[config.mk]
export PLATFORM = sky130hd
export DESIGN_NAME = qrs_peak_detector
export DESIGN_NICKNAME = d
export VERILOG_FILES = /design/src/rtl/qrs_peak_detector.sv
export SDC_FILE = /design/constraint.sdc
export NUM_CORES = 1
export LEC_CHECK = 0
export BUFFER_PORTS_ARGS = -buffer_cell sky130_fd_sc_hd__buf_4
export CAP_MARGIN = 20
export CORE_ASPECT_RATIO = 0.7
export CORE_MARGIN = 8
export CORE_UTILIZATION = 40
export DETAILED_ROUTE_END_ITERATION = 6
export PLACE_DENSITY = 0.64
export SETUP_SLACK_MARGIN = 0.4
export SLEW_MARGIN = 30
export SYNTH_ARGS = -nofsm -noshare
export SYNTH_HDL_FRONTEND = slang
export SYNTH_SLANG_ARGS = --single-unit
[constraint.sdc]
create_clock -name clk -period 3.3 [get_ports clk]
set_input_delay 0.33 -clock clk [delete_from_list [all_inputs] [get_ports clk]]
set_output_delay 0.33 -clock clk [all_outputs]
set_load 0.05 [all_outputs]
[src/rtl/qrs_peak_detector.sv]
// QRS peak detector: per-sample energy of wavelet details D3/D4, a learned then adaptive
// threshold, and a one-cycle pulse per confirmed peak carrying its amplitude and R-R interval.
module qrs_peak_detector #(
    parameter int          LEARN_LEN   = 256,
    parameter int          REFRACT_LEN = 50,
    parameter int          MAX_WIDTH   = 40,
    parameter int          TIMEOUT     = 500,
    parameter logic [16:0] THR_MIN     = 17'd64
) (
    input  logic               clk,
    input  logic               rst,
    input  logic               coef_valid,
    input  logic signed [15:0] D3,
    input  logic signed [15:0] D4,
    output logic               qrs_pulse,
    output logic [16:0]        qrs_amp,
    output logic [15:0]        rr_interval,
    output logic [16:0]        threshold,
    output logic               learning
);
    localparam int LW = $clog2(LEARN_LEN);
    localparam int RW = $clog2(REFRACT_LEN + 1);
    localparam int WW = $clog2(MAX_WIDTH + 1);
    localparam int TW = $clog2(TIMEOUT + 1);

    typedef enum logic [1:0] {
        LEARN      = 2'd0,
        SEARCH     = 2'd1,
        PEAK       = 2'd2,
        REFRACTORY = 2'd3
    } state_t;

    state_t         state_r;
    logic [LW-1:0]  learn_cnt_r;
    logic [16:0]    learn_max_r;
    logic [16:0]    spk_r;
    logic [15:0]    since_r;
    logic [TW-1:0]  phase_r;
    logic [RW-1:0]  ref_cnt_r;
    logic [16:0]    peak_amp_r;
    logic [WW-1:0]  peak_w_r;
    logic           have_beat_r;

    logic [16:0]    e_s;
    logic [15:0]    since_inc_s;
    logic           wrap_s;
    logic [16:0]    spk_conf_s;
    logic [16:0]    learn_top_s;
    logic           confirm_s;

    // Magnitude widened to 17 bits so that -32768 maps to 32768 without overflow
    function automatic logic [16:0] mag17(input logic signed [15:0] v);
        logic [16:0] ext;
        ext = {v[15], v};
        return v[15] ? (17'd0 - ext) : ext;
    endfunction

    function automatic logic [16:0] clamp_thr(input logic [16:0] v);
        return (v < THR_MIN) ? THR_MIN : v;
    endfunction

    // phase_r tracks since_cnt modulo TIMEOUT so the periodic halving needs no divider
    always_comb begin
        e_s         = mag17(D3) + mag17(D4);
        since_inc_s = (since_r == 16'hFFFF) ? since_r : (since_r + 16'd1);
        wrap_s      = (phase_r == TW'(TIMEOUT - 1));
        spk_conf_s  = spk_r - (spk_r >> 3'd3) + (peak_amp_r >> 3'd3);
        learn_top_s = (e_s > learn_max_r) ? e_s : learn_max_r;
        confirm_s   = (state_r == PEAK) &&
                      ((e_s < threshold) || (peak_w_r == WW'(MAX_WIDTH)));
    end

    // Detector FSM, counters and registered outputs; state only moves on valid samples
    always_ff @(posedge clk or negedge rst) begin
        if (!rst) begin
            state_r     <= LEARN;
            learn_cnt_r <= '0;
            learn_max_r <= 17'd0;
            spk_r       <= 17'd0;
            since_r     <= 16'd0;
            phase_r     <= '0;
            ref_cnt_r   <= '0;
            peak_amp_r  <= 17'd0;
            peak_w_r    <= '0;
            have_beat_r <= 1'b0;
            qrs_pulse   <= 1'b0;
            qrs_amp     <= 17'd0;
            rr_interval <= 16'd0;
            threshold   <= 17'd0;
            learning    <= 1'b1;
        end else begin
            qrs_pulse <= 1'b0;
            if (coef_valid) begin
                since_r <= since_inc_s;
                phase_r <= wrap_s ? '0 : (phase_r + TW'(1));
                case (state_r)
                    LEARN: begin
                        learn_max_r <= learn_top_s;
                        if (learn_cnt_r == LW'(LEARN_LEN - 1)) begin
                            spk_r     <= learn_top_s;
                            threshold <= clamp_thr(learn_top_s >> 1'b1);
                            learning  <= 1'b0;
                            state_r   <= SEARCH;
                        end else begin
                            learn_cnt_r <= learn_cnt_r + LW'(1);
                        end
                    end
                    SEARCH: begin
                        if (e_s >= threshold) begin
                            state_r    <= PEAK;
                            peak_amp_r <= e_s;
                            peak_w_r   <= WW'(1);
                        end
                        if (wrap_s) begin
                            threshold <= clamp_thr(threshold >> 1'b1);
                            spk_r     <= clamp_thr(spk_r >> 1'b1);
                        end
                    end
                    PEAK: begin
                        if (confirm_s) begin
                            qrs_pulse   <= 1'b1;
                            qrs_amp     <= peak_amp_r;
                            rr_interval <= have_beat_r ? since_inc_s : 16'd0;
                            since_r     <= 16'd0;
                            phase_r     <= '0;
                            have_beat_r <= 1'b1;
                            spk_r       <= spk_conf_s;
                            threshold   <= clamp_thr(spk_conf_s >> 1'b1);
                            ref_cnt_r   <= RW'(REFRACT_LEN);
                            state_r     <= REFRACTORY;
                        end else begin
                            if (e_s > peak_amp_r) begin
                                peak_amp_r <= e_s;
                            end
                            peak_w_r <= peak_w_r + WW'(1);
                        end
                    end
                    REFRACTORY: begin
                        ref_cnt_r <= ref_cnt_r - RW'(1);
                        if (ref_cnt_r == RW'(1)) begin
                            state_r <= SEARCH;
                        end
                    end
                    default: begin
                        state_r <= LEARN;
                    end
                endcase
            end
        end
    end
endmodule
==> metrics.md <==
| Metric | Value |
|---|---|
| Grt ovf | 0 |
| Crit-path max FO | 5 |
| YS warnings | 0 |
| Top cell family by delay on the critical path | simple AND/OR/NAND/NOR gates |
| Final instance area | between 15,000 and 20,000 um^2 |
| Most frequent cell after synthesis | dfrtp_1 |
| Post-layout min period | about 5.1 ns |
| Mapped Nets | 1,432 |
| Pin count of the biggest net entering global routing | 93 |
| Failing checks | negative hold slack, negative setup slack |
| Layout area overhead | 47.1% |
| Share of cells above drive strength 1 | 0.369 |
| Drt first-iter violations | 733 |
| Synth area leaders | dfrtp_1 33%, ha_1 11%, nand2_1 4.8% |
| Placeable Area | roughly 28,000 um^2 |
| CTS buffer count | 17 |
| Buf/Inv on CP | 4 |
| Post-synth EDFFs | 0 |
| Crit path DAT | 5.41 ns |
| FF+latch area | 3750 um^2 |
| Post-Place Setup Slack | -2.29 ns |
| # fillers | 2,311 |
| # placed instances | slightly below 2,000 |
| Core Rows | 51 |
| R2R Path Start | spk_r[1] |
| Port Buffers | 85 |
| Worst clock skew | 0.0106 ns |
| Worst Tran Pin Value | 1.44 ns |
| F_max | about 200 MHz |
| # IOs | 87 |
| Share of Yosys cell area claimed by the top area cell type | 0.334 |
| Final HPWL DP | 26,800 um |
| Hold_buf cts | 0 |
| Unrepaired setup endpoints after global routing | yes |
| Clock transition at path regs | 0.07 ns |
| Worst r2r path cells | 17 |
| Register area share after synthesis | 0.337 |
| DR DRC count | 0 |
| Hold_ws | -0.0335 ns |
| CTS tree | done |
| Startpoint types | input port |
| Critical path class | in -> reg |
| Wirelength per Cell | 18.3 um |
| Worst slew margin | 0.0326 |
| Seq cells post-synth | 150 |
| Metal3 WL | 2430 um |
| Post-DRT Antenna Nets | 0 |
| Count of final setup violators | 141 |
| Initial antenna violation count | 0 |
| Ant. Diodes | 0 |
| Die Wd | 216 um |
| Die height | between 150 and 200 um |
| RePlAce Congestion | 0.920 |
| Latest clock arrival within the worst-skew pair | approximately 0.44 ns |
| Worst setup path endpoint | threshold[3] |
| All-Layer GR Usage | 0.211 |
| Slowest cell on the critical path | or4b_4 |
| Setup crit end kind | flop |
| Num Clock Sinks | 150 |
| Non-filler cells, final | between 2,000 and 2,500 |
| Mapped Cells | about 1,300 |
| Layout Nets | 1,805 |
| Worst EP required | 3.63 ns |
| Avg Inst Size Synth | 8.68 um^2 |
| TritonRoute pass-1 iters | 5 |
| Final Slew Violations | 0 |
| Highest Signal Layer | met4 |
| Instance count on the critical path | 25 |
| Critical path origin | D3[0] |
| Via density | around 5.5 |
| Count of cell types in the netlist | just under 80 |
| Worst hold path type | in -> async |
| Cell Area, Synth | 11,100 um^2 |
| Worst R2R End | threshold[5] |
| Initial Util | 0.403 |
| H-tree levels | 4 |
| Met2 wire len | 16,700 um |
| Final worst slack | -1.78 ns |
| Routed WL | approximately 37,000 um |
| Fin. Hold Viols | 24 |
| CTS Buffer Depth | 2 |
| Post-synth top cells | 149 x dfrtp_1, 143 x nand2_1, 119 x inv_1 |
| Die ar. | 33,600 um^2 |
| Synth async-reset ratio | 1.00 |
| Met1 WL | 17,600 um |
| Instance area at placement | 14,300 um^2 |
| Number of global-route vias before repair | roughly 11,000 |
| Reg2Reg Setup Slack | -1.14 ns |
| First-pass GRT wire length | 57,500 um |
| Slowest cell delay on critical path | 0.50 ns |
| Status | finished, violations left |
| Root Buffer | clkbuf_16 |
| Max-cap viol count | 0 |
| Area occupied by multi-input gates | 7790 um^2 |
| Period utilization | 1.54 |
| Ys flop type | dfrtp_1 |
| Via count | 11,200 |
| Cell taking the most area after synthesis | dfrtp_1 |
[cells in the final DEF (no fill, tap or decap), types with 15 or more instances in the layout]
| master | Yosys | layout |
|---|---|---|
| mux2_4 | 0 | 20 |
| nand3_1 | 26 | 25 |
| a21oi_1 | 85 | 68 |
| a21o_1 | 23 | 23 |
| inv_1 | 119 | 117 |
| ha_1 | 98 | 95 |
| nor3_1 | 28 | 20 |
| o21ai_2 | 0 | 19 |
| o211ai_1 | 16 | 16 |
| nand4_1 | 23 | 23 |
| buf_6 | 2 | 33 |
| o21ai_1 | 4 | 35 |
| nand2_2 | 0 | 15 |
| nor2_1 | 86 | 72 |
| fa_1 | 15 | 15 |
| nand2_1 | 143 | 117 |
| clkbuf_16 | 0 | 18 |
| xor2_1 | 17 | 16 |
| buf_4 | 2 | 339 |
| o21ai_0 | 104 | 52 |
| dfrtp_1 | 149 | 149 |
| xnor2_1 | 53 | 52 |
[per-layer routing]
layer,track usage,vias up
met5,0,-
met2,0.321,327
met1,0.303,5495
met3,0.0430,43
met4,0.0524,0
li1,-,5337
[stage by stage]
step                      utilization  TNS [ns]
after detailed placement        0.516   -282.39
after global placement          0.516   -268.09
final                           0.594   -220.26
after global routing            0.594   -250.30
after CTS                       0.567   -214.76
after floorplan                     -   -222.97
[layout make-up]
class | count | share of cell area
clock buffer | 21 | 0.0281
clock inverter | 11 | 0.00572
inverter | 122 | 0.0290
multi-input combinational | 972 | 0.475
sequential | 150 | 0.229
tap | 371 | 0.0283
timing repair buffer | 394 | 0.205
[sequential cells by signal, indices dropped and copies added, names as in the netlist]
register / flops
learn_max_r: 17
peak_amp_r: 17
qrs_amp: 17
spk_r: 17
rr_interval: 16
since_r: 16
threshold: 16
phase_r: 9
learn_cnt_r: 8
peak_w_r: 6
ref_cnt_r: 6
state_r: 2
have_beat_r: 1
learning: 1
qrs_pulse: 1
[logic make-up after synthesis]
logic type	Yosys count	share of synthesized area
simple gates	387	0.165
other cells	1	0.000336
mux	42	0.0411
fa+ha+maj	113	0.137
flops	150	0.337
buf+inv	164	0.0582
xor+xnor	70	0.0550
compound gates	357	0.207
[how the worst min path moves through the flow]
stage / endpoint / depth (start not counted)
final: spk_r[14] / 1
after global routing: spk_r[14] / 1
after CTS: learn_max_r[16] / 1
after detailed placement: learning / 1
after global placement: learning / 1
after floorplan: have_beat_r / 0
[what timing repair did]
action / in CTS / in global routing
pin swaps: 37 / 72
cloned: 6 / 2
endpoints found under the setup margin: 141 / 141
hold endpoints to repair: 0 / 0
gates resized for setup: 136 / 147
setup buffers: 30 / 16
Power is not shown: default switching activity piles up to over one toggle a cycle in this logic, so the estimate is an artifact.
